**src/rtl/bcd_decoder_serial.sv**
```systemverilog
// Serial BCD-to-binary converter: one digit per cycle, most significant first,
// with a valid/ready operand port and a valid/ready result port.
module bcd_decoder_serial #(
    parameter int N = 3,
    localparam int W = 3 * N + (N + 2) / 3
) (
    input  logic           clk,
    input  logic           rst,
    input  logic           i_valid,
    output logic           o_ready,
    input  logic [4*N-1:0] i_bcd,
    output logic           o_valid,
    input  logic           i_ready,
    output logic [W-1:0]   o_bin,
    output logic           o_err,
    output logic           o_busy,
    output logic [1:0]     o_dbg_state
);

    // Handshake: a transfer happens on a rising edge where valid and ready are
    // both high; o_ready is high only in IDLE, o_valid only in DONE, and both
    // are pure state decodes so neither depends combinationally on any input.

    localparam int CW = (N > 1) ? $clog2(N) : 1;
    localparam int WX = W + 4;
    localparam logic [CW-1:0] LAST = CW'(N - 1);

    typedef enum logic [1:0] {
        IDLE    = 2'd0,
        CONVERT = 2'd1,
        DONE    = 2'd2
    } state_t;

    state_t          r_state;
    logic [4*N-1:0]  r_digits;
    logic [W-1:0]    r_acc;
    logic            r_err;
    logic [CW-1:0]   r_cnt;
    logic            r_ready;
    logic            r_valid;
    logic            r_busy;

    logic [3:0]      w_msd;
    logic [WX-1:0]   w_acc_ext;
    logic [WX-1:0]   w_mac;

    assign w_msd     = r_digits[4*N-1 -: 4];
    assign w_acc_ext = {4'b0000, r_acc};
    // acc*10 + msd with headroom so invalid digits wrap only on the store
    assign w_mac     = (w_acc_ext << 3) + (w_acc_ext << 1) + {{(WX-4){1'b0}}, w_msd};

    always_ff @(posedge clk) begin
        if (rst) begin
            r_state  <= IDLE;
            r_digits <= '0;
            r_acc    <= '0;
            r_err    <= 1'b0;
            r_cnt    <= '0;
            r_ready  <= 1'b1;
            r_valid  <= 1'b0;
            r_busy   <= 1'b0;
        end else begin
            case (r_state)
                IDLE: begin
                    if (i_valid) begin
                        r_digits <= i_bcd;
                        r_acc    <= '0;
                        r_err    <= 1'b0;
                        r_cnt    <= '0;
                        r_state  <= CONVERT;
                        r_ready  <= 1'b0;
                        r_busy   <= 1'b1;
                    end
                end
                CONVERT: begin
                    r_acc    <= w_mac[W-1:0];
                    r_err    <= r_err | (w_msd > 4'd9);
                    r_digits <= r_digits << 4;
                    r_cnt    <= r_cnt + CW'(1);
                    if (r_cnt == LAST) begin
                        r_state <= DONE;
                        r_busy  <= 1'b0;
                        r_valid <= 1'b1;
                    end
                end
                DONE: begin
                    if (i_ready) begin
                        r_state <= IDLE;
                        r_valid <= 1'b0;
                        r_ready <= 1'b1;
                    end
                end
                default: begin
                    r_state <= IDLE;
                    r_ready <= 1'b1;
                    r_valid <= 1'b0;
                    r_busy  <= 1'b0;
                end
            endcase
        end
    end

    assign o_ready     = r_ready;
    assign o_valid     = r_valid;
    assign o_busy      = r_busy;
    assign o_bin       = r_acc;
    assign o_err       = r_err;
    assign o_dbg_state = r_state;

endmodule

```
**config.mk**
```make
export PLATFORM = sky130hd
export DESIGN_NAME = bcd_decoder_serial
export DESIGN_NICKNAME = d
export VERILOG_FILES = /design/src/rtl/bcd_decoder_serial.sv
export SDC_FILE = /design/constraint.sdc
export NUM_CORES = 1
export LEC_CHECK = 0
export CAP_MARGIN = 20
export CORE_MARGIN = 4
export CORE_UTILIZATION = 55
export CTS_CLUSTER_DIAMETER = 80
export DETAILED_ROUTE_END_ITERATION = 7
export PLACE_DENSITY = 0.81
export SYNTH_ARGS = -nofsm -noshare
export SYNTH_HDL_FRONTEND = slang
export SYNTH_SLANG_ARGS = --single-unit
```
**constraint.sdc**
```tcl
create_clock -name clk -period 4.85 [get_ports clk]
set_clock_uncertainty 0.15 [all_clocks]
set_input_delay 0.7275 -clock clk [delete_from_list [all_inputs] [get_ports clk]]
set_output_delay 0.7275 -clock clk [all_outputs]
set_load 0.01 [all_outputs]
```
======== Word-level counts from Yosys, hierarchy flattened ========
Cells that the tools add are included.
cells by class
  add/subtract/negate cells ............... 3
  order comparisons ....................... 1
  equality and inequality tests ........... 6
  multiplexer cells ....................... 20
  bitwise logic cells ..................... 4
  reductions and logical operators ........ 7
operator list
  cell                                                                   count
  12-bit one-hot mux with 2 select lines                                 1
  10-bit one-hot mux with 2 select lines                                 1
  12-bit two-way mux                                                     1
  3-bit AND reduction                                                    4
  10-bit adder                                                           1
  10-bit by 4-bit adder with 10-bit output                               1
  10-bit two-way mux                                                     1
  1-bit one-hot mux with 3 select lines                                  3
  2-bit two-way mux                                                      4
  1-bit two-way mux                                                      6
  2-bit != test, second input constant                                   3
  2-bit one-hot mux with 3 select lines                                  1
  2-bit equality test, second input constant                             2
  4-bit greater-than comparator, second input constant                   1
  2-bit one-hot mux with 2 select lines                                  1
  1-bit inverter                                                         3
  2-bit by 1-bit adder with 2-bit output, second input constant          1
  2-bit by 1-bit equality test with 1-bit output, second input constant  1
  2-bit zero test                                                        1
  1-bit one-hot mux with 2 select lines                                  1
  2-bit AND reduction                                                    1
  2-bit nonzero test                                                     1
  1-bit OR                                                               1
word-level totals
  bits in registers ....................... 30
  input port bits ......................... 16
  output and inout port bits .............. 16
  logic and storage cells ................. 49

======== Depth between registers and ports, before layout ========
Gate-level depths: netlist of run 1.
  word-level depth ........................ 3
  mapped depth ............................ 8
  mapped depth without buffers ............ 8

======== Worst setup path before layout of run 1 ========
OpenSTA, ideal clock, no wires.
  kind .................................... register to register
  start point ............................. register r_acc[0] (netlist: o_bin[0])
  end point ............................... register r_acc[7] (netlist: o_bin[7])
  library setup time ...................... 62 ps
  arrival ................................. 2180 ps
  data required time ...................... 4638 ps
  slack ................................... 2458 ps
  stages on the path, launching flop included .. 9
  path buffers ............................ 0
  period minus slack after synthesis ...... 2392 ps
  cells stage by stage .................... dfxtp_1 -> inv_1 -> fa_1 -> inv_1 -> ha_1 -> a211oi_2 -> o21ai_1 -> a2111o_1 -> nand3_1
on the way
  word-level cells in the longest chain between the ends .. 3
RTL lines
  item                                      line  RTL
  from (decl)                               36    logic [W-1:0] r_acc;
  from (signal assigned)                    76    r_acc <= w_mac[W-1:0];
  10-bit adder                              50    assign w_mac = (w_acc_ext << 3) + (w_acc_ext << 1) + {{(WX-4){1'b0}}, w_msd};
  10-bit by 4-bit adder with 10-bit output  50
  10-bit one-hot mux with 2 select lines    63    case (r_state)
Every way passes these cells.
A chain may end at the register's enable or synchronous reset.

======== Final worst setup path of run 1 ========
  start point ............................. register r_state[1] (netlist: o_dbg_state[1])
  end point ............................... output port o_dbg_state[1]
RTL lines
  item                    line  RTL
  from (decl)             34    state_t r_state;
  from (signal assigned)  54    r_state <= IDLE;
  from (signal assigned)  70    r_state <= CONVERT;
  from (signal assigned)  81    r_state <= DONE;
  to (decl)               17    output logic [1:0] o_dbg_state
No word-level cell between the ends.

==> run_results.csv, run 1 <==
group,metric,value,unit
synthesis,ys_seq_area_frac,0.357,
synthesis,synth_edf_count,0,
setup_path,crit_path_start_kind,"flip-flop",
setup_path,ff2ff_path_depth,8,
cts,cts_tree,"done",
die,die_w,63.3,um
timing,grt_setup_unrepaired,"false",
global_route,gr-total-overflow,0,
pwr,powerDensity,256,nW/um^2
global_route,grt_pass1_wl,6870,um
setup_path,cp_num_buf_inv,1,
worst_hold_path,hold_start,"o_valid",
route,drtIter0Drc,102,
global_route,globalRouteTotalUtil,0.211,
synthesis,synth_cells,200,
route,final_antenna_net_count,0,
placement,io_buffers,31,
route,wl_per_cell,16.2,um
route,routed_wl,4190,um
synthesis,netlist_area,1680,um^2
timing,setup_tns,0,ns
timing,slew_headroom,0.439,
pwr,peakVddDrop,0.000179,V
setup_path,end_kind,"output pin",
worst_hold_path,holdPathEnd,"o_valid",
cts,holdBufCountCts,0,
cts,htree_levels,2,
cts,cts.sinks,30,
setup_path,critPathSlowestCell,"dfxtp_1",
synthesis,synth_top_area_share,0.357,
placement,gp_congestion,0.850,
cts,cts_setup_buffers,0,
timing,drv_slew,0,
die,dieArea,4010,um^2
timing,fin_crit_sh,0.550,
cts,cts_root_buf,"clkbuf_4",
route,dr.pass1.iters,4,
setup_path,worstPathRequired,3.97,ns
timing,tightest_slew,0.838,ns
worst_hold_path,hp-class,"flip-flop to flip-flop",
setup_path,r2r_start,"o_bin[0]",
worst_hold_path,min_path_cells,2,
setup_path,reg2reg_slack,2.32,ns
die,start_util,0.595,
global_route,antenna_found_initial,0,
die,rows,19,
route,drc,0,
setup_path,slowest_delay,0.79,ns
setup_path,crit_chain,"clkdlybuf4s50_1",
finish,syn2layout_area_growth,22.7,%
synthesis,synth_seq_cells,30,
finish,fin_util,0.731,
finish,drive_gt1_frac,0.0614,
setup_path,cp_max_fo,22,
setup_path,regToRegEndpoint,"o_bin[7]",
timing,period_minus_slack,2.67,ns
global_route,grt_pass1_vias,1549,
placement,dpl.hpwl,2920,um
run,max-cap-violations,0,
timing,fmax,0.375,GHz
synthesis,async_flop_share,0,
cts,cts.clk_slew.worst_paths,0.09,ns
synthesis,syn_area_per_cell,8.42,um^2
pwr,leakage,0.887,nW
setup_path,arrival,1.79,ns
synthesis,ys_top_cells_by_area,"dfxtp_1 (36%), ha_1 (11%), nor2_1 (6.5%)",
global_route,grt_max_degree,33,
die,ioPinCount,32,
finish,antenna_cells,0,
setup_path,critPathTopFamily,"flip-flops",
cts,cts_resized,0,
route,vias_per_cell,6.07,
synthesis,yosys_warnings,0,
cts,ctsLongestPathBuffers,2,
synthesis,ys.flop_type,"dfxtp_1",
finish,nNetsFinal,262,
status,status,"complete, no violations",
route,vias,1572,
timing,setup_violations,0,
synthesis,synth.distinct_cells,41,
timing,hold_violations,0,
synthesis,synth_top_area_cell,"dfxtp_1",
die,die_h,63.3,um
cts,clkLatencyLatePin,0.33,ns
synthesis,syn_nets,233,
setup_path,path_class,"flip-flop to output pin",
cts,tritoncts.num_buffers,5,
die,core,2830,um^2
placed cells by master (no fill, tap or decap), types with 2 or more instances in the layout:
| master | synthesis | routed |
|---|---|---|
| a21oi_1 | 16 | 16 |
| fa_1 | 2 | 2 |
| nand3_1 | 5 | 5 |
| nor2b_1 | 5 | 5 |
| a22oi_1 | 5 | 5 |
| nor4b_1 | 2 | 2 |
| o221a_2 | 3 | 3 |
| ha_1 | 15 | 15 |
| a311oi_1 | 3 | 3 |
| inv_1 | 8 | 8 |
| nor2_1 | 29 | 29 |
| a21o_1 | 2 | 2 |
| clkdlybuf4s50_1 | 0 | 31 |
| or3_1 | 2 | 2 |
| a2bb2oi_1 | 8 | 8 |
| nand2b_1 | 3 | 3 |
| o21ai_0 | 9 | 9 |
| nand2_1 | 17 | 17 |
| clkbuf_4 | 0 | 5 |
| dfxtp_1 | 30 | 30 |
| o21ai_1 | 2 | 2 |
| nor3_1 | 6 | 6 |
cell type report:
class / count / area, um^2
clock buffers: 6 / 51.3
fillers: 238 / 762
inverters: 9 / 33.8
multi-input cells: 151 / 1010
flip-flops and latches: 30 / 601
well taps: 31 / 38.8
repair buffers: 32 / 335
worst max-delay path by stage:
| stage | start | end | slack [ns] | cells past startpoint |
|---|---|---|---|---|
| floorplan | o_bin[0] | o_bin[7] | 2.46 | 8 |
| global placement | rst | o_bin[8] | 1.99 | 4 |
| detailed placement | rst | o_bin[8] | 1.94 | 4 |
| CTS | o_dbg_state[1] | o_dbg_state[1] | 2.20 | 1 |
| global route | o_dbg_state[1] | o_dbg_state[1] | 2.09 | 1 |
| finish | o_dbg_state[1] | o_dbg_state[1] | 2.18 | 1 |
routing by layer:
layer  vias to the layer above  global-route usage  share of wire
li1                        770                   -              -
met1                       740               0.248           0.43
met3                         8              0.0604          0.051
met5                         -                   0              0
met2                        54               0.372           0.51
met4                         0              0.0539          0.016
synthesized netlist by cell type (2+ instances only):
| library cell | instances |
|---|---|
| a21o_1 | 2 |
| a21oi_1 | 16 |
| a22oi_1 | 5 |
| a2bb2oi_1 | 8 |
| a311oi_1 | 3 |
| buf_1 | 2 |
| buf_2 | 4 |
| clkbuf_1 | 4 |
| dfxtp_1 | 30 |
| fa_1 | 2 |
| ha_1 | 15 |
| inv_1 | 8 |
| nand2_1 | 17 |
| nand2b_1 | 3 |
| nand3_1 | 5 |
| nor2_1 | 29 |
| nor2b_1 | 5 |
| nor3_1 | 6 |
| nor4b_1 | 2 |
| o21ai_0 | 9 |
| o21ai_1 | 2 |
| o221a_2 | 3 |
| or3_1 | 2 |
kinds of logic after synthesis:
kind of cell,synth area share
AO/OA/AOI/OAI,0.240
XOR/XNOR,0.0245
adder cells (fa/ha/maj),0.135
buffers and inverters,0.0453
flip-flops,0.357
AND/OR/NAND/NOR,0.198
where the power goes:
part	internal [W]	switching, W	leakage [nW]
clock	0.0000653	0.0000844	0.0302
sequential	0.000261	0.0000134	0.246
combinational	0.0000514	0.0000531	0.611
stage by stage:
step	cells	hold WS, ns	power (W)	cell area (um^2)	setup slack (ns)
2_1_floorplan	200	0.282	0.000342	1680	2.46
3_3_place_gp	252	0.291	0.000375	1990	1.99
3_5_place_dp	252	0.303	0.000380	1990	1.94
4_1_cts	258	0.320	0.000525	2040	2.20
5_1_grt	259	0.346	0.000558	2070	2.09
6_report	259	0.319	0.000528	2070	2.18
registers in the layout, summed over array words and instances, names as in the netlist:
signal       flops
r_digits        12
o_bin           10
o_dbg_state      2
r_cnt            2
o_busy           1
o_err            1
o_ready          1
o_valid          1
No activity file was read; power rests on OpenSTA's default activity.
==> run 2, diff against run 1 <==
- CORE_UTILIZATION: 55 -> 51
- PLACE_DENSITY: 0.81 -> 0.76
- clock period: 4.85 -> 2.5 ns (I/O delays scaled with it)
==> run 2 against run 1 <==
Effect of this change: final cell count up 8.9%; non-clock buffer count is 8 higher; highest routed layer unchanged; clock-buffer cell count rose by 1; critical path type is now flip-flop to flip-flop; sequential share of layout area fell by 0.88 points.
==> run_results.csv, run 2 (synthesis results as in run 1) <==
group,metric,value,unit
status,status,"complete, no violations",
timing,tightest_slew,0.456,ns
finish,ff_latch_area,602,um^2
setup_path,end_kind,"flip-flop",
timing,slew_headroom,0.696,
timing,fmax,0.416,GHz
timing,setup_violations,0,
pwr,clockPowerShare,0.296,
finish,num-fill-cells,284,
cts,holdBufCountCts,0,
finish,nNetsFinal,270,
route,drc,0,
route,vias_per_cell,5.68,
finish,syn2layout_area_growth,26.8,%
die,die_h,65.5,um
cts,clkLatencyLatePin,0.34,ns
setup_path,crit_chain,"inv_1 -> fa_1 -> inv_1 -> fa_1 -> a21o_1 -> a21oi_1 -> xnor2_1 -> a32o_1",
die,dieArea,4290,um^2
global_route,grt_max_degree,32,
cts,ctsLongestPathBuffers,2,
finish,mostFrequentLayoutCells,"clkdlybuf4s50_1 (31), nor2_1 (29), dfxtp_1 (29)",
cts,cts.clk_slew.worst_paths,0.10,ns
timing,fin_crit_sh,0.962,
route,final_antenna_net_count,0,
route,dr.pass1.iters,4,
finish,antenna_cells,0,
die,die_w,65.5,um
pwr,p_switching,0.000302,W
timing,worst_hold_slack,0.314,ns
pwr,p_seq_frac,0.503,
cts,cts_tree,"done",
route,vias,1601,
setup_path,slowest_delay,0.53,ns
die,ioPinCount,32,
setup_path,worstPathRequired,2.59,ns
run,max-cap-violations,0,
die,rows,20,
finish,largest_reg_flops,12,
setup_path,cp_num_buf_inv,2,
placement,gp_congestion,0.885,
global_route,gr-total-overflow,0,
pwr,p_int,0.000747,W
cts,htree_levels,2,
setup_path,critPathTopFamily,"adder cells",
finish,drive_gt1_frac,0.101,
pwr,sw_frac_of_total,0.288,
global_route,grt_pass1_vias,1492,
route,routed_wl,4120,um
setup_path,cp_max_fo,2,
route,drtIter0Drc,118,
placement,io_buffers,31,
worst_hold_path,hp-class,"flip-flop to flip-flop",
global_route,globalRouteTotalUtil,0.207,
pwr,peakVddDrop,0.000356,V
route,wl_per_cell,14.6,um
die,core,3100,um^2
setup_path,critPathSlowestCell,"fa_1",
setup_path,crit_path_start_kind,"flip-flop",
global_route,antenna_found_initial,0,
timing,hold_violations,0,
cts,tritoncts.num_buffers,5,
pwr,combinationalPowerShare,0.202,
finish,top_register,"r_digits",
timing,drv_slew,0,
global_route,grt_pass1_wl,6800,um
pwr,powerDensity,491,nW/um^2
timing,grt_setup_unrepaired,"false",
finish,multiInputGateArea,1010,um^2
finish,layout_commonest_cell,"clkdlybuf4s50_1",
die,start_util,0.543,
timing,setup_tns,0,ns
setup_path,arrival,2.49,ns
timing,period_minus_slack,2.40,ns
pwr,leakage,0.924,nW
cts,cts_root_buf,"clkbuf_4",
cts,cts.sinks,30,
setup_path,path_class,"flip-flop to flip-flop",
placement,dpl.hpwl,3100,um
[run 2: worst paths after layout]
kind / startpoint / endpoint / slack (ns) / depth (start not counted)
hold / removal: o_valid / o_valid / 0.31 / 2
hold reg to reg: o_valid / o_valid / 0.31 / 2
setup reg to reg: o_bin[0] / o_bin[6] / 0.1 / 8
setup / recovery: o_bin[0] / o_bin[6] / 0.1 / 8
[run 2: timing repair]
action | in CTS | in global routing
setup buffers | 0 | 1
gates resized for setup | 0 | 2
endpoints found under the setup margin | 0 | 4
[run 2: worst reg2reg max path: stages (launching register included)]
cell	delay (ns)
dfxtp_1	0.34
inv_1	0.06
fa_1	0.53
inv_1	0.07
fa_1	0.47
a21o_1	0.21
a21oi_1	0.19
xnor2_1	0.09
a32o_1	0.21
[run 2: routing by layer]
layer / GRT usage / part of all wire
met5: 0 / 0
met4: 0.0803 / 0.017
met3: 0.0530 / 0.046
met2: 0.335 / 0.47
met1: 0.262 / 0.46
[run 2: stage by stage]
| stage | setup WS, ns | area, um^2 | utilization | power (W) | instances |
|---|---|---|---|---|---|
| after floorplan | 0.108 | 1680 | - | 0.000663 | 200 |
| after global placement | 0.163 | 2070 | 0.666 | 0.000741 | 273 |
| after detailed placement | 0.0666 | 2070 | 0.666 | 0.000748 | 273 |
| after CTS | 0.0459 | 2130 | 0.685 | 0.00106 | 281 |
| after global routing | 0.00577 | 2140 | 0.688 | 0.00111 | 282 |
| final | 0.0952 | 2140 | 0.688 | 0.00105 | 282 |
[run 2: layout make-up]
class	count	area share
clock buffers	7	0.0258
clock inverters	1	0.00234
inverters	9	0.0158
multi-input cells	151	0.472
flip-flops and latches	30	0.282
well taps	44	0.0258
repair buffers	40	0.177
[run 2: power groups by stage]
| stage | clock network (W) | logic, W | registers [W] |
|---|---|---|---|
| floorplan | 0 | 0.000126 | 0.000537 |
| global placement | 0 | 0.000204 | 0.000537 |
| detailed placement | 0 | 0.000210 | 0.000538 |
| CTS | 0.000324 | 0.000211 | 0.000527 |
| global route | 0.000347 | 0.000233 | 0.000532 |
| finish | 0.000310 | 0.000212 | 0.000527 |
==> run 3, diff against run 2 <==
- CELL_PAD_IN_SITES_DETAIL_PLACEMENT: default -> 0
- CELL_PAD_IN_SITES_GLOBAL_PLACEMENT: default -> 1
- CORE_UTILIZATION: 51 -> 38
- clock period: 2.5 -> 2.62 ns (I/O delays scaled with it)
==> run 3 against run 2 <==
Effect of this change: non-clock buffer count fell by 3; clock power rose by 17%; worst hold slack got worse by 0.012 ns; core utilization fell by 17 points; global-route usage fell by 4.7 points; clock-buffer cell count fell by 1; largest power group unchanged.
==> run_results.csv, run 3 (synthesis results as in run 1) <==
group,metric,value,unit
placement,dpl.hpwl,3130,um
cts,cts_resized,0,
placement,io_buffers,31,
die,rows,23,
cts,cts.sinks,30,
die,die_w,74.6,um
run,max-cap-violations,0,
finish,antenna_cells,0,
pwr,p_seq_frac,0.472,
pwr,power,0.00107,W
finish,finalNonFillerCells,283,
route,drc,0,
setup_path,critPathSlowestCell,"fa_1",
timing,fmax,0.403,GHz
route,drtIter0Drc,100,
finish,top_register,"r_digits",
pwr,peakVddDrop,0.000314,V
cts,cts_tree,"done",
die,ioPinCount,32,
route,routed_wl,4170,um
placement,pre_cts_ws,0.184,ns
timing,grt_setup_unrepaired,"false",
pwr,p_int,0.000784,W
cts,clkLatencyLatePin,0.28,ns
cts,ctsLongestPathBuffers,2,
setup_path,crit_path_start_kind,"flip-flop",
setup_path,cp_common_cell,"inv_1",
finish,mostFrequentLayoutCells,"clkdlybuf4s50_1 (31), dfxtp_1 (30), nor2_1 (29)",
timing,period_minus_slack,2.48,ns
finish,syn2layout_area_growth,27.4,%
status,status,"complete, no violations",
pwr,powerDensity,498,nW/um^2
cts,cts_root_buf,"clkbuf_8",
pwr,clockPowerShare,0.341,
cts,cts.clk_slew.worst_paths,0.06,ns
route,final_antenna_net_count,0,
setup_path,critPathTopFamily,"adder cells",
worst_hold_path,hp-class,"flip-flop to flip-flop",
placement,gp_congestion,0.832,
cts,cts_setup_buffers,0,
die,die_h,74.6,um
timing,drv_slew,0,
pwr,sw_frac_of_total,0.266,
setup_path,crit_start,"o_bin[0]",
route,dr.pass1.iters,4,
pwr,combinationalPowerShare,0.187,
global_route,grt_max_degree,32,
timing,setup_tns,0,ns
route,vias,1569,
worst_hold_path,hold_start,"r_cnt[0]",
die,dieArea,5560,um^2
pwr,p_switching,0.000284,W
finish,largest_reg_flops,12,
timing,fin_crit_sh,0.947,
setup_path,crit_chain,"inv_1 -> fa_1 -> inv_1 -> ha_1 -> a211oi_2 -> o21ai_1 -> a2111o_1 -> nand3_1",
finish,layout_commonest_cell,"clkdlybuf4s50_1",
finish,fin_util,0.518,
timing,tightest_slew,0.470,ns
finish,drive_gt1_frac,0.0858,
cts,holdBufCountCts,0,
timing,setup_violations,0,
cts,tritoncts.num_buffers,5,
route,vias_per_cell,5.54,
setup_path,arrival,2.55,ns
route,wl_per_cell,14.7,um
setup_path,slowest_delay,0.53,ns
timing,slew_headroom,0.686,
global_route,grt_pass1_wl,6820,um
setup_path,r2r_start,"o_bin[0]",
timing,hold_violations,0,
die,start_util,0.406,
pwr,leakage,0.918,nW
finish,nNetsFinal,267,
global_route,gr-total-overflow,0,
setup_path,cp_max_fo,4,
placement,dp.cells,277,
setup_path,worstPathRequired,2.69,ns
timing,timing.final.ws_setup,0.139,ns
cts,htree_levels,2,
setup_path,cp_num_buf_inv,2,
global_route,globalRouteTotalUtil,0.160,
global_route,antenna_found_initial,0,
setup_path,path_class,"flip-flop to flip-flop",
die,core,4140,um^2
global_route,grt_pass1_vias,1452,
setup_path,end_kind,"flip-flop",
## run 3: worst register-to-register path: stages, from the launching register on
cell and delay, ns:
dfxtp_1 0.37, inv_1 0.08, fa_1 0.53, inv_1 0.07, ha_1 0.33, a211oi_2 0.26
o21ai_1 0.13, a2111o_1 0.43, nand3_1 0.08
## run 3: metal layers
metal | vias to the layer above | track usage | wire [um]
met5 | - | 0 | 0
li1 | 783 | - | -
met1 | 736 | 0.208 | 1890
met2 | 43 | 0.259 | 2030
met4 | 0 | 0.0573 | 56
met3 | 7 | 0.0365 | 193
## run 3: final timing paths
path | end | slack (ns) | cells past startpoint
worst min register to register | r_cnt[0] | 0.30 | 2
worst max register to register | o_bin[7] | 0.14 | 8
worst min-delay path | r_cnt[0] | 0.30 | 2
worst max-delay path | o_bin[7] | 0.14 | 8
## run 3: power by group through the flow
stage | logic [W] | clock network [W] | registers (W)
detailed placement | 0.000199 | 0 | 0.000514
CTS | 0.000200 | 0.000370 | 0.000504
finish | 0.000199 | 0.000364 | 0.000504
global placement | 0.000198 | 0 | 0.000513
floorplan | 0.000120 | 0 | 0.000512
global route | 0.000220 | 0.000388 | 0.000508
## run 3: layout make-up
cell class / count / area, um^2
inverters: 9 / 33.8
flip-flops and latches: 30 / 601
well taps: 50 / 62.6
clock buffers: 6 / 82.6
multi-input cells: 151 / 1010
fillers: 405 / 2000
repair buffers: 37 / 355
## run 3: per-stage QoR
stage,hold slack (ns),cell area [um^2]
2_1_floorplan,0.282,1680
3_3_place_gp,0.290,2060
3_5_place_dp,0.296,2060
4_1_cts,0.305,2140
5_1_grt,0.324,2150
6_report,0.302,2150
